### config.mk
export PLATFORM = sky130hd
export DESIGN_NAME = mem_responder_flat
export DESIGN_NICKNAME = d
export VERILOG_FILES = /design/src/rtl/rv32ima_pkg.sv /design/src/rtl/datapath_if.sv /design/src/rtl/mem_lane_align.sv /design/src/rtl/mem_responder.sv /design/src/flat_wrapper.sv
export SDC_FILE = /design/constraint.sdc
export NUM_CORES = 1
export LEC_CHECK = 0
export ABC_AREA = 1
export BUFFER_PORTS_ARGS = -buffer_cell sky130_fd_sc_hd__buf_2
export CORE_UTILIZATION = 34
export DETAILED_ROUTE_END_ITERATION = 16
export PLACE_DENSITY = 0.59
export SETUP_SLACK_MARGIN = 0.15
export SLEW_MARGIN = 20
export SYNTH_ARGS = -nofsm -noshare
export SYNTH_HDL_FRONTEND = slang
export SYNTH_SLANG_ARGS = --single-unit
### constraint.sdc
create_clock -name CLK -period 2.7 [get_ports CLK]
set_input_delay 0.54 -clock CLK [delete_from_list [all_inputs] [get_ports CLK]]
set_output_delay 0.54 -clock CLK [all_outputs]
set_load 0.03 [all_outputs]
### src/rtl/rv32ima_pkg.sv
// rtl/rv32ima_pkg.sv - shared load/store encodings and memory responder state type
package rv32ima_pkg;

    localparam logic [1:0] LDST_BYTE = 2'd0;
    localparam logic [1:0] LDST_HALF = 2'd1;
    localparam logic [1:0] LDST_WORD = 2'd2;

    localparam logic [31:0] MISALIGN_DATA = 32'hDEAD_BEEF;

    typedef enum logic [1:0] {
        IDLE   = 2'd0,
        ACCESS = 2'd1,
        RESP   = 2'd2
    } mem_state_t;

endpackage

### src/rtl/datapath_if.sv
// rtl/datapath_if.sv - core datapath to memory request/response bundle
interface datapath_if;
    logic        imem_ren;
    logic [31:0] imem_addr;
    logic [31:0] imem_load;
    logic        ihit;
    logic        dmem_ren;
    logic        dmem_wen;
    logic [31:0] dmem_addr;
    logic [31:0] dmem_store;
    logic [1:0]  dmem_width;
    logic [31:0] dmem_load;
    logic        dhit;

    modport mem (
        input  imem_ren, imem_addr, dmem_ren, dmem_wen, dmem_addr, dmem_store, dmem_width,
        output imem_load, ihit, dmem_load, dhit
    );

    modport dp (
        output imem_ren, imem_addr, dmem_ren, dmem_wen, dmem_addr, dmem_store, dmem_width,
        input  imem_load, ihit, dmem_load, dhit
    );
endinterface

### src/rtl/mem_lane_align.sv
// rtl/mem_lane_align.sv - byte-lane enables, store replication and load extraction for sub-word accesses
module mem_lane_align
    import rv32ima_pkg::*;
(
    input  logic [1:0]  width,
    input  logic [1:0]  addr_lo,
    input  logic [31:0] store_data,
    input  logic [31:0] rdata,
    output logic [3:0]  byte_en,
    output logic [31:0] wdata,
    output logic [31:0] load_data
);

    logic [31:0] byte_shifted;
    logic [31:0] half_shifted;

    always_comb begin
        byte_shifted = rdata >> {addr_lo, 3'b000};
        half_shifted = rdata >> {addr_lo[1], 4'b0000};
        byte_en      = 4'b1111;
        wdata        = store_data;
        load_data    = rdata;
        case (width)
            LDST_BYTE: begin
                byte_en   = 4'b0001 << addr_lo;
                wdata     = {4{store_data[7:0]}};
                load_data = {24'h0, byte_shifted[7:0]};
            end
            LDST_HALF: begin
                // addr[0] is deliberately ignored: misaligned halves snap to the lower lane pair
                byte_en   = 4'b0011 << {addr_lo[1], 1'b0};
                wdata     = {2{store_data[15:0]}};
                load_data = {16'h0, half_shifted[15:0]};
            end
            default: begin
                byte_en   = 4'b1111;
                wdata     = store_data;
                load_data = rdata;
            end
        endcase
    end

endmodule

### src/rtl/mem_responder.sv
// rtl/mem_responder.sv - I/D request arbiter and single-port RAM sequencer with registered load return
// Optional build macro MEM_MISALIGN_CHECK_EN: trap misaligned data accesses and add the misaligned port.
module mem_responder
    import rv32ima_pkg::*;
#(
    parameter int ADDR_W     = 32,
    parameter bit D_PRIORITY = 1'b1
) (
    input  logic              CLK,
    input  logic              RST,
    datapath_if.mem           dpif,
    output logic [ADDR_W-1:0] ram_addr,
    output logic              ram_ren,
    output logic              ram_wen,
    output logic [3:0]        ram_byte_en,
    output logic [31:0]       ram_wdata,
    input  logic [31:0]       ram_rdata,
`ifdef MEM_MISALIGN_CHECK_EN
    output logic              misaligned,
`endif
    input  logic              ram_ready
);

    mem_state_t  state_q, state_d;
    logic        src_d_q, src_d_d;
    logic        wr_q, wr_d;
    logic [1:0]  width_q, width_d;
    logic [31:0] addr_q, addr_d;
    logic [31:0] store_q, store_d;
    logic        i_turn_q, i_turn_d;
    logic [31:0] imem_load_q, imem_load_d;
    logic [31:0] dmem_load_q, dmem_load_d;
`ifdef MEM_MISALIGN_CHECK_EN
    logic        mis_q, mis_d;
    logic        mis_req;
`endif

    logic        d_req, i_req, grant_d, in_access, in_resp;
    logic [3:0]  be;
    logic [31:0] wd, ld;

    mem_lane_align u_align (
        .width      (width_q),
        .addr_lo    (addr_q[1:0]),
        .store_data (store_q),
        .rdata      (ram_rdata),
        .byte_en    (be),
        .wdata      (wd),
        .load_data  (ld)
    );

    assign d_req = dpif.dmem_ren | dpif.dmem_wen;
    assign i_req = dpif.imem_ren;
    // i_turn_q gives I one guaranteed grant after D won a contested cycle
    assign grant_d = d_req && (!i_req || (D_PRIORITY && !i_turn_q));

    always_comb begin
        state_d     = state_q;
        src_d_d     = src_d_q;
        wr_d        = wr_q;
        width_d     = width_q;
        addr_d      = addr_q;
        store_d     = store_q;
        i_turn_d    = i_turn_q;
        imem_load_d = imem_load_q;
        dmem_load_d = dmem_load_q;
`ifdef MEM_MISALIGN_CHECK_EN
        mis_d   = mis_q;
        mis_req = 1'b0;
        case (dpif.dmem_width)
            LDST_BYTE: mis_req = 1'b0;
            LDST_HALF: mis_req = dpif.dmem_addr[0];
            default:   mis_req = (dpif.dmem_addr[1:0] != 2'b00);
        endcase
`endif
        case (state_q)
            IDLE: begin
                if (d_req || i_req) begin
                    src_d_d  = grant_d;
                    wr_d     = grant_d && dpif.dmem_wen;
                    width_d  = grant_d ? dpif.dmem_width : LDST_WORD;
                    addr_d   = grant_d ? dpif.dmem_addr : dpif.imem_addr;
                    store_d  = dpif.dmem_store;
                    i_turn_d = grant_d && i_req && D_PRIORITY;
                    state_d  = ACCESS;
`ifdef MEM_MISALIGN_CHECK_EN
                    mis_d = grant_d && mis_req;
                    if (grant_d && mis_req) begin
                        state_d     = RESP;
                        dmem_load_d = MISALIGN_DATA;
                    end
`endif
                end
            end
            ACCESS: begin
                if (ram_ready) begin
                    if (!src_d_q) begin
                        imem_load_d = ld;
                    end else if (!wr_q) begin
                        dmem_load_d = ld;
                    end
                    state_d = RESP;
                end
            end
            RESP: begin
                state_d = IDLE;
            end
            default: begin
                state_d = IDLE;
            end
        endcase
    end

    always_ff @(posedge CLK) begin
        if (RST) begin
            state_q     <= IDLE;
            src_d_q     <= 1'b0;
            wr_q        <= 1'b0;
            width_q     <= LDST_WORD;
            addr_q      <= 32'h0;
            store_q     <= 32'h0;
            i_turn_q    <= 1'b0;
            imem_load_q <= 32'h0;
            dmem_load_q <= 32'h0;
`ifdef MEM_MISALIGN_CHECK_EN
            mis_q       <= 1'b0;
`endif
        end else begin
            state_q     <= state_d;
            src_d_q     <= src_d_d;
            wr_q        <= wr_d;
            width_q     <= width_d;
            addr_q      <= addr_d;
            store_q     <= store_d;
            i_turn_q    <= i_turn_d;
            imem_load_q <= imem_load_d;
            dmem_load_q <= dmem_load_d;
`ifdef MEM_MISALIGN_CHECK_EN
            mis_q       <= mis_d;
`endif
        end
    end

    assign in_access   = (state_q == ACCESS);
    assign in_resp     = (state_q == RESP);
    assign ram_ren     = in_access && !wr_q;
    assign ram_wen     = in_access && wr_q;
    assign ram_addr    = in_access ? {addr_q[ADDR_W-1:2], 2'b00} : '0;
    assign ram_byte_en = ram_wen ? be : 4'b0000;
    assign ram_wdata   = ram_wen ? wd : 32'h0;

    // A hit is withheld if the core dropped its request while we were finishing
    assign dpif.dhit      = in_resp && src_d_q && d_req;
    assign dpif.ihit      = in_resp && !src_d_q && i_req;
    assign dpif.imem_load = imem_load_q;
    assign dpif.dmem_load = dmem_load_q;
`ifdef MEM_MISALIGN_CHECK_EN
    assign misaligned     = dpif.dhit && mis_q;
`endif

endmodule

### src/flat_wrapper.sv
// flat-port wrapper written by rule: the top's interface ports become plain ports
module mem_responder_flat import rv32ima_pkg::*;
#(
    parameter int ADDR_W     = 32,
    parameter bit D_PRIORITY = 1'b1
)
  (CLK, RST, ram_addr, ram_ren, ram_wen, ram_byte_en, ram_wdata, ram_rdata, ram_ready, dpif_imem_ren, dpif_imem_addr, dpif_dmem_ren, dpif_dmem_wen, dpif_dmem_addr, dpif_dmem_store, dpif_dmem_width, dpif_imem_load, dpif_ihit, dpif_dmem_load, dpif_dhit);
  datapath_if dpif_i ();
  input  logic CLK;
  input  logic RST;
  output logic [ADDR_W-1:0] ram_addr;
  output logic ram_ren;
  output logic ram_wen;
  output logic [3:0] ram_byte_en;
  output logic [31:0] ram_wdata;
  input  logic [31:0] ram_rdata;
  input  logic ram_ready;
  input wire logic [$bits(dpif_i.imem_ren)-1:0] dpif_imem_ren;
  input wire logic [$bits(dpif_i.imem_addr)-1:0] dpif_imem_addr;
  input wire logic [$bits(dpif_i.dmem_ren)-1:0] dpif_dmem_ren;
  input wire logic [$bits(dpif_i.dmem_wen)-1:0] dpif_dmem_wen;
  input wire logic [$bits(dpif_i.dmem_addr)-1:0] dpif_dmem_addr;
  input wire logic [$bits(dpif_i.dmem_store)-1:0] dpif_dmem_store;
  input wire logic [$bits(dpif_i.dmem_width)-1:0] dpif_dmem_width;
  output wire logic [$bits(dpif_i.imem_load)-1:0] dpif_imem_load;
  output wire logic [$bits(dpif_i.ihit)-1:0] dpif_ihit;
  output wire logic [$bits(dpif_i.dmem_load)-1:0] dpif_dmem_load;
  output wire logic [$bits(dpif_i.dhit)-1:0] dpif_dhit;
  assign dpif_i.imem_ren = dpif_imem_ren;
  assign dpif_i.imem_addr = dpif_imem_addr;
  assign dpif_i.dmem_ren = dpif_dmem_ren;
  assign dpif_i.dmem_wen = dpif_dmem_wen;
  assign dpif_i.dmem_addr = dpif_dmem_addr;
  assign dpif_i.dmem_store = dpif_dmem_store;
  assign dpif_i.dmem_width = dpif_dmem_width;
  assign dpif_imem_load = dpif_i.imem_load;
  assign dpif_ihit = dpif_i.ihit;
  assign dpif_dmem_load = dpif_i.dmem_load;
  assign dpif_dhit = dpif_i.dhit;
  mem_responder #(.ADDR_W(ADDR_W), .D_PRIORITY(D_PRIORITY)) u_core (.CLK(CLK), .RST(RST), .dpif(dpif_i), .ram_addr(ram_addr), .ram_ren(ram_ren), .ram_wen(ram_wen), .ram_byte_en(ram_byte_en), .ram_wdata(ram_wdata), .ram_rdata(ram_rdata), .ram_ready(ram_ready));
endmodule
==> After elaboration in Yosys (flattened, before gate mapping) <==
Index checks and enable logic that the tools add are counted.
{ "op_classes": {"n_eq_ne": 5, "shift": 4, "n_mux": 11, "bitwise_logic": 3, "reduce_logical": 21} }
{ "ops": {"columns": ["op", "count"], "rows": [
  ["$pmux 32 s2", 2],
  ["$mux 32", 3],
  ["$shr 32x5->16", 1],
  ["$shr 32x5->8", 1],
  ["$logic_and 1x1->1", 9],
  ["$pmux 4 s2", 1],
  ["$mux 2", 3],
  ["$eq 2x1->1 const B", 2],
  ["$logic_not 1->1", 4],
  ["$logic_not 2->1", 2],
  ["$mux 4", 1],
  ["$pmux 2 s2", 1],
  ["$reduce_and 2->1", 2],
  ["$reduce_and 4->1", 1],
  ["$shl 1x2->4 const A", 1],
  ["$shl 2x2->4 const A", 1],
  ["$reduce_and 3->1", 1],
  ["$eq 2x2->1 const B", 1],
  ["$logic_or 1x1->1", 2],
  ["$ne 2x1->1 const B", 1],
  ["$ne 2x2->1 const B", 1],
  ["$not 1->1", 2],
  ["$or 1x1->1", 1]
]} }
{ "totals": {"regBits": 135, "input_bits": 136, "out_inout_bits": 136, "wordCells": 53} }

==> Longest topological paths before layout <==
Gate-level depths: netlist of the first run.
{ "depth": {"word_depth": 4, "depth_mapped": 10, "depth_no_buf": 8} }

==> By module <==
From an unflattened synthesis of the first run, not the netlist that was laid out.
{ "unflattened": {"cells_unflattened": 1198, "hier_area_um2": 7040.5} }
{ "by_module_without_submodules": {"columns": ["mod", "n_inst", "cells_each", "area_each_um2", "seq_area_each_um2"], "rows": [
  ["mem_responder", 1, 982, 6074.6, 2702.6],
  ["mem_lane_align", 1, 216, 965.9, 0.0]
]} }

==> Worst setup path before layout of the first run <==
OpenSTA, ideal clock, no wires.
{ "synth_timing": {"path_type": "register to output", "start": "register u_core.width_q[1]", "end": "output ram_wdata[15]", "arrival_time_ns": 1.613, "required_time_ns": 2.160, "slack_ns": 0.547, "stages_incl_launch_ff": 8, "n_path_buf": 3, "path_cell_list": "dfxtp_1 -> buf_4 -> inv_2 -> nand2_1 -> buf_4 -> buf_4 -> o22ai_1 -> nor3_1"} }
{ "synth_via": {"elab_chain_len": 3, "elab_cells_between_ends": 4, "cone_classes": "eq/ne (1); mux (2); reduce/logical (1)"} }
{ "synth_lines": {"columns": ["item", "line_no", "rtl"], "rows": [
  ["from (decl)", "mem_responder.sv:27", "logic [1:0] width_q, width_d;"],
  ["from (signal assigned)", "mem_responder.sv:132", "width_q <= width_d;"],
  ["$eq 2x1->1 / $logic_not 2->1 (equally long branches)", "mem_lane_align.sv:23", "case (width)"],
  ["$pmux 32 s2 (*)", "mem_lane_align.sv:23", null],
  ["$mux 32 (*)", "mem_responder.sv:150", "assign ram_wdata = ram_wen ? wd : 32'h0;"],
  ["to (decl)", "flat_wrapper.sv:15", "output logic [31:0] ram_wdata;"]
]} }
Every way passes the cells marked *; elsewhere a longest branch is shown, timed or not.

==> Worst setup path after layout of the first run <==
{ "layout_timing": {"start": "register u_core.state_q[0]", "end": "output ram_wdata[15]"} }
{ "layout_via": {"elab_chain_len": 3} }
{ "layout_lines": {"columns": ["item", "line_no", "rtl"], "rows": [
  ["from (decl)", "mem_responder.sv:24", "mem_state_t state_q, state_d;"],
  ["from (signal assigned)", "mem_responder.sv:129", "state_q <= state_d;"],
  ["$eq 2x1->1", "mem_responder.sv:144", "assign in_access = (state_q == ACCESS);"],
  ["$logic_and 1x1->1", "mem_responder.sv:147", "assign ram_wen = in_access && wr_q;"],
  ["$mux 32", "mem_responder.sv:150", null]
]} }
Every way passes these cells.

==> results of run 1 <==
per-layer routing:
layer,routed length [um],vias to the layer above
met5,0,-
met4,441,0
met3,1540,29
met2,10500,253
met1,9800,3181
li1,-,3766
critical path, cell delays in order (launching register included):
cell and delay (ps):
dfxtp_1 330, inv_1 70, nor2_4 120, inv_4 100
nor2_1 130, buf_6 180, inv_4 100, nor3_2 210
buf_4 190
registers in the layout, indices dropped and copies added, names as in the netlist, 2 cells and up:
name                   flops
u_core.dpif.imem_load     32
u_core.width_q             2
u_core.store_q            32
u_core.state_q             2
u_core.addr_q             32
u_core.dpif.dmem_load     32
worst paths after layout:
kind	from	end	depth (start not counted)
min	dpif_dmem_store[13]	u_core.store_q[13]$_SDFFE_PP0P_	3
max reg2reg	u_core.width_q[1]$_SDFFE_PP1P_	u_core.dpif.imem_load[3]$_SDFFE_PP0P_	8
max	u_core.state_q[0]$_SDFFE_PP0P_	ram_wdata[15]	8
min reg2reg	u_core.dpif.imem_load[17]$_SDFFE_PP0P_	u_core.dpif.imem_load[17]$_SDFFE_PP0P_	2
cell usage after synthesis (5+ instances only):
cell      instances  area share (%)
buf_4            15             1.7
o221ai_1          7            0.92
a21oi_1          56             4.2
clkbuf_1         30             1.7
nand3_1          50             3.8
nor2_1          255              14
nand2_2           5            0.47
o211ai_1          9             1.0
dfxtp_1         135              41
nand2_1         227              13
buf_2            20             1.5
inv_1           113             6.4
inv_2             5            0.28
o21ai_0         111             8.4
power breakdown:
part | switching (uW) | internal, uW | leakage (uW)
logic | 859 | 387 | 0.00332
registers | 99.9 | 2170 | 0.00111
clock network | 898 | 1280 | 0.000264
total | 1860 | 3840 | 0.00470
logic make-up after synthesis:
group | after synthesis | share of synthesized area [%]
AND/OR/NAND/NOR | 545 | 32.5
AO/OA/AOI/OAI | 188 | 15.0
buffers and inverters | 186 | 11.7
flip-flops | 135 | 40.7
other | 1 | 0.0564
stage by stage:
step / cells / cell area (um2) / power, uW
2_1_floorplan: 1056 / 6650 / 3150
3_3_place_gp: 1537 / 8140 / 3550
3_5_place_dp: 1537 / 8140 / 3560
4_1_cts: 1569 / 8690 / 5730
5_1_grt: 1572 / 8730 / 5990
6_report: 1573 / 8730 / 5690
layout make-up:
class	count	share of cell area, %
Multi-Input combinational cell	735	36.5
Sequential cell	135	31.0
Timing Repair Buffer	288	17.2
Inverter	119	5.17
Clock buffer	19	5.07
Tap cell	260	3.73
Clock inverter	13	1.23
Antenna cell	4	0.115
cells in the final DEF (no fill, tap or decap), types with 3 or more instances in the layout:
cell type and instances:
o221ai_1 7, nand3_1 50, o21ai_0 111, clkinv_2 6, nand2_2 6, dfxtp_1 135
diode_2 4, buf_2 267, buf_4 19, nand2_1 226, inv_1 112, clkinvlp_4 4
nor2_4 3, clkbuf_16 17, inv_2 4, a21oi_1 56, o211ai_1 9, nor2_1 255
timing repair:
action,CTS,global route
setup buffers,0,0
pin swaps,0,0
resized for setup,1,9
setup endpoints to repair,1,36
==> flow_summary_export.csv, run 1 <==
group,metric,value,unit
hold_path,hold_path_class,"input port to flip-flop",
clocking,cts.sink_count,135,
floorplan,dieArea,20100,um2
critical_path,critical_path_class,"flip-flop to output pin",
clocking,cts_buffers,17,
finish,nFillCells,2060,
routing,drcViolationCount,0,
placed_design,place_ws,612,ps
routing,dr.pass1.iters,5,
yosys,synth.distinct_cells,26,
sta,setup-tns-final,0,ps
clocking,clk_pin_slew,60,ps
global_routing,grt_use_met2,36.4,%
global_routing,track_usage,22.2,%
yosys,yosysSeqAreaShare,40.7,%
status,run_status,"completed",
placed_design,numPortBuffers,269,
power,power_leakage,0.00470,uW
routing,ant_nets,0,
yosys,syn-cell-area,6650,um2
global_routing,grt_use_met3,5.64,%
routing,vias,7229,
clocking,worstSkewPairLatency,420,ps
yosys,ys_ff_latch,135,
routing,wl_per_cell,14.2,um
sta,slew-limit-headroom,53.7,%
finish,layout-drive-gt1-share,25.7,%
critical_path,start_kind,"flip-flop",
clocking,clockBufferDepth,2,
finish,multiInputGateArea,3190,um2
floorplan,dieHeight,142,um
sta,maxSlewViolCount,0,
routing,drt_iter0_drc,476,
clocking,h-tree-depth,4,
global_routing,antenna_found_initial,4,
floorplan,fp.dieW,142,um
placed_design,place_hpwl,16.5,mm
global_routing,grt_max_degree,64,
yosys,synth_flop_cell,"dfxtp_1",
global_routing,grt.met1_usage,28.1,%
sta,max_clock_freq,418,MHz
yosys,synth_cells,1055,
yosys,synth_edf_count,0,
sta,layout_worst_path_cycle_share,88.6,%
yosys,async_reset_ff_share,0,%
sta,worst_slew_pin_slew,693,ps
floorplan,fp-row-count,50,
routing,viasPerCell,4.60,
critical_path,r2r_slack,960,ps
critical_path,crit_arrival,1850,ps
sta,hold_viol,0,
critical_path,cp_data_required_time,2160,ps
run,maxCapViolations,0,
power,ir_drop,0.418,mV
yosys,ys_warn_count,0,
sta,rsz0062_at_grt,"no",
sta,setup_viol,0,
sta,fin_ws,309,ps
sta,fin_crit,2390,ps
floorplan,start_util,35.1,%
global_routing,grt_pass1_wl,34.4,mm
clocking,cts_tree,"built",
global_routing,top_usage_layer,"met2",
global_routing,grt_overflow_total,0,
power,powerDensity,652,nW/um2
finish,seq_area,2700,um2
sta,timing.hold.ws,370,ps
yosys,syn_avg_cell_area,6.30,um2
clocking,clock-root-buffer,"clkbuf_16",
finish,syn_to_final_growth,31.4,%
global_routing,grt_pass1_vias,6517,
floorplan,ios,272,
finish,final_util,46.0,%
placed_design,gp_routability_congestion,0.883,
floorplan,coreArea,19000,um2
routing,routed_wl,22.3,mm
clocking,ctsHoldBuffers,0,
critical_path,crit_fanout,18,
finish,fin_nets,1432,
critical_path,end_kind,"output pin",
sta,fin_skew,7.74,ps
(Power assumes the default switching activity.)
==> run 2: changes to the inputs <==
Settings changed: BUFFER_PORTS_ARGS -buffer_cell sky130_fd_sc_hd__buf_2 to unset, DONT_BUFFER_PORTS set to 1, PLACE_DENSITY 0.59 to 0.49.
Clock period 2.7 ns to 2.1 ns, I/O delays scaled along.
==> run 2 against run 1 <==
Clock power rose by 45%. First-iteration DRC count fell by 19%. Register-to-register slack got worse by 930 ps. Largest power group is now clock.
==> flow_summary_export.csv, run 2 (synthesis gave the netlist of run 1 again) <==
group,metric,value,unit
status,run_status,"completed",
routing,ant_nets,0,
global_routing,grt_max_degree,64,
floorplan,ios,272,
sta,timing.hold.ws,62.8,ps
routing,drt_iter0_drc,386,
hold_path,hold_path_class,"input port to flip-flop",
global_routing,grt_pass1_vias,6183,
critical_path,crit_fanout,8,
critical_path,end_kind,"flip-flop",
clocking,clock-root-buffer,"clkbuf_16",
power,netSwitchingFraction,31.8,%
critical_path,critical_path_class,"flip-flop to flip-flop",
sta,hold_viol,0,
power,p_sw,2510,uW
floorplan,dieHeight,142,um
sta,fin_crit,2070,ps
routing,vias,6775,
placed_design,gp_routability_congestion,0.840,
global_routing,grt_pass1_wl,34.1,mm
sta,slew-limit-headroom,56.2,%
placed_design,place_hpwl,15.4,mm
sta,rsz0062_at_grt,"yes",
global_routing,grt_overflow_total,0,
run,maxCapViolations,0,
finish,most-common-layout-cells,"225 x nand2_1, 218 x nor2_1, 133 x dfxtp_1",
floorplan,coreArea,19000,um2
power,power_frac_clock,40.2,%
floorplan,fp.dieW,142,um
power,pwr-share-seq,39.4,%
sta,maxSlewViolCount,0,
sta,max_clock_freq,483,MHz
clocking,h-tree-depth,4,
power,ir_drop,0.516,mV
clocking,cts_tree,"built",
sta,worst_slew_pin_slew,654,ps
power,powerDensity,846,nW/um2
finish,layout-drive-gt1-share,24.3,%
finish,syn_to_final_growth,40.3,%
clocking,clockBufferDepth,2,
sta,layout_worst_path_cycle_share,98.6,%
clocking,clk_pin_slew,60,ps
floorplan,fp-row-count,50,
power,power_leakage,0.00420,uW
critical_path,start_kind,"flip-flop",
clocking,worstSkewPairLatency,420,ps
finish,layout_commonest_cell,"nand2_1",
clocking,cts.sink_count,135,
critical_path,crit_arrival,2400,ps
power,intPower,5380,uW
placed_design,numPortBuffers,0,
sta,setup_viol,0,
sta,setup-tns-final,0,ps
routing,drcViolationCount,0,
power,power.total,7890,uW
power,combPwrFrac,20.4,%
floorplan,start_util,35.1,%
routing,routed_wl,23.7,mm
routing,wl_per_cell,17.0,um
global_routing,antenna_found_initial,1,
clocking,cts_buffers,17,
critical_path,cp_data_required_time,2430,ps
routing,dr.pass1.iters,5,
floorplan,dieArea,20100,um2
finish,fin_nets,1262,
global_routing,track_usage,21.9,%
routing,viasPerCell,4.84,
sta,fin_skew,9.48,ps
[run 2: cell types whose count changed in the layout (fill, tap and decap cells not counted), sizes merged]
cell,previous run,this run
buf,288,110
bufinv,1,4
clkbuf,19,26
diode,4,1
clkinv,9,8
clkinvlp,4,2
[run 2: final timing paths]
check	start	endpoint	slack [ps]	cells past startpoint
setup / recovery	u_core.state_q[0]$_SDFFE_PP0P_	u_core.dpif.imem_load[15]$_SDFFE_PP0P_	30	18
hold / removal	RST	u_core.dpif.imem_load[25]$_SDFFE_PP0P_	60	1
setup reg to reg	u_core.state_q[0]$_SDFFE_PP0P_	u_core.dpif.imem_load[15]$_SDFFE_PP0P_	30	18
hold reg to reg	u_core.i_turn_q$_SDFFE_PP0P_	u_core.i_turn_q$_SDFFE_PP0P_	470	2
[run 2: final cells by class]
class / count / area (um2)
antenna: 1 / 2.50
inverter: 119 / 464
clock inverter: 12 / 176
timing repair buffer: 117 / 1330
tap: 260 / 325
sequential: 135 / 2710
timing repair inverter: 1 / 8.76
clock buffer: 19 / 443
fill: 1974 / 9640
multi-input combinational: 735 / 3870
[run 2: stage by stage]
| stage | std cells | worst slack, ps | area (um2) | utilization [%] |
|---|---|---|---|---|
| after floorplan | 1056 | 67.4 | 6700 | - |
| after global placement | 1338 | 338 | 7420 | 39.1 |
| after detailed placement | 1338 | 322 | 7420 | 39.1 |
| after CTS | 1379 | -2.42 | 8610 | 45.4 |
| after global routing | 1399 | -74.6 | 9320 | 49.2 |
| final | 1399 | 29.0 | 9320 | 49.2 |
[run 2: layer usage]
metal	up-vias	wire, um	GRT usage, %
met1	3110	10100	27.0
met5	-	0	0
li1	3418	-	-
met4	0	291	6.40
met2	225	11400	35.6
met3	22	1900	7.90
[run 2: power groups by stage]
stage	Clock, uW	Combinational, uW	Sequential, uW
after floorplan	0	991	3070
after global placement	0	1300	3120
after detailed placement	0	1300	3120
after CTS	3240	1420	3090
after global routing	3370	1790	3130
final	3170	1610	3100
[run 2: critical path, stage by stage, from the launching register on]
cell and delay [ps]:
dfxtp_2 320, inv_2 70, nor2_4 40, buf_4 120, buf_6 100, buf_6 100
buf_6 100, buf_6 100, buf_6 100, buf_6 110, buf_6 120, nand2_8 70
nor2_4 50, buf_12 150, clkbuf_16 190, nor2_4 90, nor2_1 50, nand2_1 50
inv_1 30
[run 2: repair_timing]
action                                  4_1_cts  5_1_grt
buffers inserted                              8        6
resized for setup                           127      113
endpoints found under the setup margin       66      131
pin swaps                                    34       35
cloned                                        2       13
hold buffers                                  0        0
hold endpoints to repair                      0        0
